File: config.mk
export PLATFORM = sky130hd
export DESIGN_NAME = fetch_unit
export DESIGN_NICKNAME = d
export VERILOG_FILES = /design/src/rtl/mips_pkg.sv /design/src/rtl/pc_register.sv /design/src/rtl/fetch_unit.sv
export SDC_FILE = /design/constraint.sdc
export NUM_CORES = 1
export LEC_CHECK = 0
export BUFFER_PORTS_ARGS = -buffer_cell sky130_fd_sc_hd__buf_2
export CORE_UTILIZATION = 49
export DETAILED_ROUTE_END_ITERATION = 12
export PLACE_DENSITY_LB_ADDON = 0.3
export SYNTH_ARGS = -nofsm -noshare
export SYNTH_HDL_FRONTEND = slang
export SYNTH_HIERARCHICAL = 1
export SYNTH_SLANG_ARGS = --single-unit
File: constraint.sdc
create_clock -name clk -period 2.8 [get_ports clk]
set_clock_uncertainty 0.05 [all_clocks]
set_input_delay 0.56 -clock clk [delete_from_list [all_inputs] [get_ports clk]]
set_output_delay 0.56 -clock clk [all_outputs]
set_load 0.005 [all_outputs]
File: src/rtl/mips_pkg.sv
// Shared constants and types for the instruction-fetch pipeline stage.
package mips_pkg;

    localparam int unsigned DATA_WIDTH   = 32;
    localparam logic [31:0] RESET_PC     = 32'h0000_0000;
    localparam logic [31:0] NOP_WORD     = 32'h0000_0000;
    localparam int unsigned PC_INCREMENT = 4;

    typedef enum logic {
        BOOT = 1'b0,
        RUN  = 1'b1
    } fetch_state_t;

endpackage

File: src/rtl/pc_register.sv
// Program-counter register: async active-low reset to RESET_PC, load-enabled update.
module pc_register
    import mips_pkg::*;
#(
    parameter int unsigned     WIDTH    = DATA_WIDTH,
    parameter logic [WIDTH-1:0] RESET_VAL = WIDTH'(RESET_PC)
) (
    input  logic             clk,
    input  logic             reset,
    input  logic             load,
    input  logic [WIDTH-1:0] d,
    output logic [WIDTH-1:0] q
);

    // NOTE: sequential state uses non-blocking assignments so every register samples pre-edge values.
    always_ff @(posedge clk or negedge reset) begin
        if (!reset) begin
            q <= RESET_VAL;
        end else if (load) begin
            q <= d;
        end
    end

endmodule

File: src/rtl/fetch_unit.sv
// Instruction-fetch stage: PC, next-PC selection, BOOT/RUN control and IF/ID register.
module fetch_unit
    import mips_pkg::*;
#(
    parameter int unsigned              DATA_WIDTH = mips_pkg::DATA_WIDTH,
    parameter logic [DATA_WIDTH-1:0]    RESET_PC   = DATA_WIDTH'(mips_pkg::RESET_PC),
    parameter logic [DATA_WIDTH-1:0]    NOP_WORD   = DATA_WIDTH'(mips_pkg::NOP_WORD)
) (
    input  logic                  clk,
    input  logic                  reset,
    input  logic                  Stall,
    input  logic                  BranchTaken,
    input  logic [DATA_WIDTH-1:0] BranchTarget,
    input  logic                  Jump,
    input  logic [25:0]           JumpTarget,
    input  logic                  JumpReg,
    input  logic [DATA_WIDTH-1:0] JumpRegAddr,
    input  logic [DATA_WIDTH-1:0] Instruction,
    output logic [DATA_WIDTH-1:0] PCAddress,
    output logic [DATA_WIDTH-1:0] IF_ID_Instruction,
    output logic [DATA_WIDTH-1:0] IF_ID_PCPlus4,
    output logic                  IF_ID_Valid
);

    fetch_state_t          state, state_next;
    logic [DATA_WIDTH-1:0] pc_plus4;
    logic [DATA_WIDTH-1:0] jump_addr;
    logic [DATA_WIDTH-1:0] raw_target;
    logic [DATA_WIDTH-1:0] pc_next;
    logic                  redirect;
    logic                  pc_load;
    logic                  ifid_load;
    logic                  ifid_flush;

    // Addition is truncated to DATA_WIDTH, so 0xFFFF_FFFC + 4 wraps to zero.
    assign pc_plus4  = PCAddress + DATA_WIDTH'(PC_INCREMENT);
    assign jump_addr = {IF_ID_PCPlus4[DATA_WIDTH-1:28], JumpTarget, 2'b00};
    assign redirect  = JumpReg | Jump | BranchTaken;

    always_comb begin
        if (JumpReg) begin
            raw_target = JumpRegAddr;
        end else if (Jump) begin
            raw_target = jump_addr;
        end else begin
            raw_target = BranchTarget;
        end
    end

    pc_register #(
        .WIDTH     (DATA_WIDTH),
        .RESET_VAL (RESET_PC)
    ) u_pc (
        .clk   (clk),
        .reset (reset),
        .load  (pc_load),
        .d     (pc_next),
        .q     (PCAddress)
    );

    always_ff @(posedge clk or negedge reset) begin
        if (!reset) begin
            state <= BOOT;
        end else begin
            state <= state_next;
        end
    end

    // NOTE: every always_comb output gets a default first so no path leaves it unassigned (no latch).
    always_comb begin
        state_next = state;
        pc_next    = pc_plus4;
        pc_load    = 1'b0;
        ifid_load  = 1'b0;
        ifid_flush = 1'b0;
        case (state)
            BOOT: begin
                // PC stays at RESET_PC; IF/ID is primed with a bubble while fetch begins.
                state_next = RUN;
                ifid_flush = 1'b1;
            end
            RUN: begin
                if (redirect) begin
                    pc_next    = {raw_target[DATA_WIDTH-1:2], 2'b00};
                    pc_load    = 1'b1;
                    ifid_flush = 1'b1;
                end else if (!Stall) begin
                    pc_load   = 1'b1;
                    ifid_load = 1'b1;
                end
            end
            default: begin
                state_next = BOOT;
            end
        endcase
    end

    always_ff @(posedge clk or negedge reset) begin
        if (!reset) begin
            IF_ID_Instruction <= NOP_WORD;
            IF_ID_PCPlus4     <= '0;
            IF_ID_Valid       <= 1'b0;
        end else if (ifid_flush) begin
            IF_ID_Instruction <= NOP_WORD;
            IF_ID_PCPlus4     <= '0;
            IF_ID_Valid       <= 1'b0;
        end else if (ifid_load) begin
            IF_ID_Instruction <= Instruction;
            IF_ID_PCPlus4     <= pc_plus4;
            IF_ID_Valid       <= 1'b1;
        end
    end

endmodule

==> metrics.yaml <==
status: "completed"
core_mm2: 0.01046
path_max_fanout: 7
die_y_um: 106.8
fillers: 906
clkSinkCount: 98
grt_max_degree: 61
die_area_mm2: 0.01140
post_cts_buffers: 0
synth-warning-count: 6
regToRegEndpoint: "u_pc/q[28]"
tightest_slew_ns: 0.6949
port_buffers: 220
ys_seq_elements: 98
switching_power_w: 0.001162
tns_ns: 0
hpwl_mm: 10.01
final_cell_mix: "buf_2, nor2_1, dfrtp_1, mux2i_1, a211oi_1"
crit_path_end_kind: "flip-flop"
hold_buffers: 0
maxCapViolCount: 0
p_leak_nw: 3.454
period_minus_slack_ns: 2.525
worstSetupPathType: "flip-flop to flip-flop"
die-width_um: 106.8
drc: 0
grt_use_total: 0.2424
grt_antenna_before_repair: 1
numCtsBuffers: 9
r2r-start: "u_pc/q[2]"
drt_iter0_drc: 202
totalWireLength_mm: 13.55
report.final.slew_viol_count: 0
ys_seq_area_frac: 0.4560
postLayoutCellArea_mm2: 0.006778
vias: 4551
p_int_w: 0.002525
postRouteAntennaNets: 0
cts_root_buf: "clkbuf_8"
rsz0062_at_grt: "false"
powerDensity_mw_per_mm2: 544.0
path_clk_slew_ns: 0.09
pin_count: 225
clock_latency_ns: 0.36
antenna_cells: 0
cts_resized: 0
syn_inst: 513
holdCritPathClass: "input pin to asynchronous set/reset pin"
multi_input_area_mm2: 0.002728
grt_pass1_wl_mm: 21.67
setup_viol_count_final: 0
max_freq_mhz: 396.0
r2r_cells: 7
synth.distinct_cells: 35
pwr-share-comb: 0.269
num_rows: 37
h-tree-depth: 3
relSlewSlack: 0.5367
syn_nets: 642
drive_above_1_share: 0.4072
grt_pass1_vias: 4576
regArea_mm2: 0.002452
start_util: 0.5140
gp_congestion: 0.7919
wl_per_cell_um: 15.80
final_common_cell: "buf_2"
reg2reg_slack_ns: 0.27
post_dp_cell_area_mm2: 0.006575
cts_tree: "built"
grt-ovfl-total: 0
synth_area_per_cell_um2: 10.48
critical_path_arrival_ns: 2.72
power.share.clock: 0.253
nets: 847
routed_via_density: 5.304
stdcell_count: 858
vdd_drop_max_mv: 0.2868
hold_violations: 0
syn_area_mm2: 0.005378
crit_required_ns: 2.99
seqPwrFrac: 0.478
first_pass_iters: 4
period_share: 0.9019
start_kind: "flip-flop"
power.switching_fraction: 0.3151
syn2layout_area_growth_pct: 26.04
cts.path.max_buffers: 2
placed_cells: 843
==> worst max path at each step <==
stage | slack (ns) | cells past startpoint | from | end
floorplan | 0.66 | 7 | u_pc/q[2] | u_pc/q[28]
global placement | 0.43 | 7 | u_pc/q[2] | u_pc/q[28]
detailed placement | 0.33 | 7 | u_pc/q[2] | u_pc/q[28]
CTS | 0.29 | 7 | u_pc/q[2] | u_pc/q[28]
global route | 0.16 | 7 | u_pc/q[2] | u_pc/q[28]
finish | 0.27 | 7 | u_pc/q[2] | u_pc/q[28]
==> critical path, stage by stage, from the launching register on <==
cell and delay, ns:
dfrtp_1 0.46, ha_1 0.29, nand4_1 0.23, or3_1 0.53
nor4_1 0.30, xnor2_1 0.18, a21oi_1 0.09, mux2_4 0.27
==> power by group through the flow <==
stage | Sequential [W] | Combinational [W] | Clock, W
final | 0.00176 | 0.000993 | 0.000933
after CTS | 0.00176 | 0.00100 | 0.000951
after detailed placement | 0.00179 | 0.000997 | 0
after global placement | 0.00177 | 0.000967 | 0
after floorplan | 0.00176 | 0.000629 | 0
after global routing | 0.00179 | 0.00109 | 0.00101
==> cells in the mapped netlist <==
library cell	count	area share
a21boi_0	1	0.0014
nand4_2	1	0.0023
inv_2	1	0.00070
dfrtp_1	98	0.46
nand4_1	6	0.0070
a211oi_2	2	0.0047
nor3_2	2	0.0037
and3_1	5	0.0058
nand3_1	9	0.0084
nand2b_1	1	0.0012
and4_1	1	0.0016
conb_1	1	0.00070
nor4_2	3	0.0070
or4_4	1	0.0021
or3_1	1	0.0012
ha_1	1	0.0023
nand4_4	1	0.0040
inv_1	2	0.0014
and2_1	2	0.0023
clkbuf_1	27	0.019
a21oi_1	35	0.033
nor3_1	6	0.0056
buf_1	8	0.0056
nand2_1	10	0.0070
mux2_4	30	0.084
mux2_2	2	0.0042
a211oi_1	52	0.073
o21ai_0	1	0.00093
buf_12	3	0.011
nor4_1	3	0.0035
buf_6	1	0.0021
nor2_1	103	0.072
xor2_1	8	0.013
xnor2_1	20	0.033
mux2i_1	65	0.12
==> metal layers <==
layer	vias up	routed length (um)	GRT usage
met5	-	0	0
met4	0	302	0.07828
met3	20	788	0.04742
met2	153	6764	0.4226
met1	2140	5700	0.3012
li1	2238	-	-
==> cell type report <==
class                   count  share of cell area
clock buffers              11             0.02234
repair buffers            233              0.1791
multi-input cells         373              0.4024
clock inverters             4            0.007569
well taps                 136             0.02511
inverters                   3            0.001661
flip-flops and latches     98              0.3618
==> sequential cells by signal, indices dropped and copies added, names as in the netlist <==
register / cells
state: 1
IF_ID_Instruction: 32
IF_ID_PCPlus4: 32
u_pc/q: 32
IF_ID_Valid: 1
==> kinds of logic (layout without fill, tap and decap cells) <==
group,Yosys count,after routing,synth area share
AO/OA/AOI/OAI,91,91,0.1121
XOR/XNOR,28,28,0.04560
adder cells (fa/ha/maj),1,1,0.002326
buffers and inverters,42,251,0.03979
flip-flops,98,98,0.4560
multiplexers,97,97,0.2089
other,1,1,0.0006973
AND/OR/NAND/NOR,155,155,0.1345
==> per-stage QoR <==
step | total power (W) | setup WS, ns | hold WS (ns) | util
floorplan | 0.002387 | 0.6571 | 0.2144 | -
global placement | 0.002741 | 0.4253 | 0.4486 | 0.6284
detailed placement | 0.002784 | 0.3326 | 0.4556 | 0.6284
CTS | 0.003713 | 0.2887 | 0.2110 | 0.6478
global route | 0.003884 | 0.1635 | 0.2367 | 0.6478
finish | 0.003687 | 0.2747 | 0.1870 | 0.6478
(Power assumes the default switching activity.)
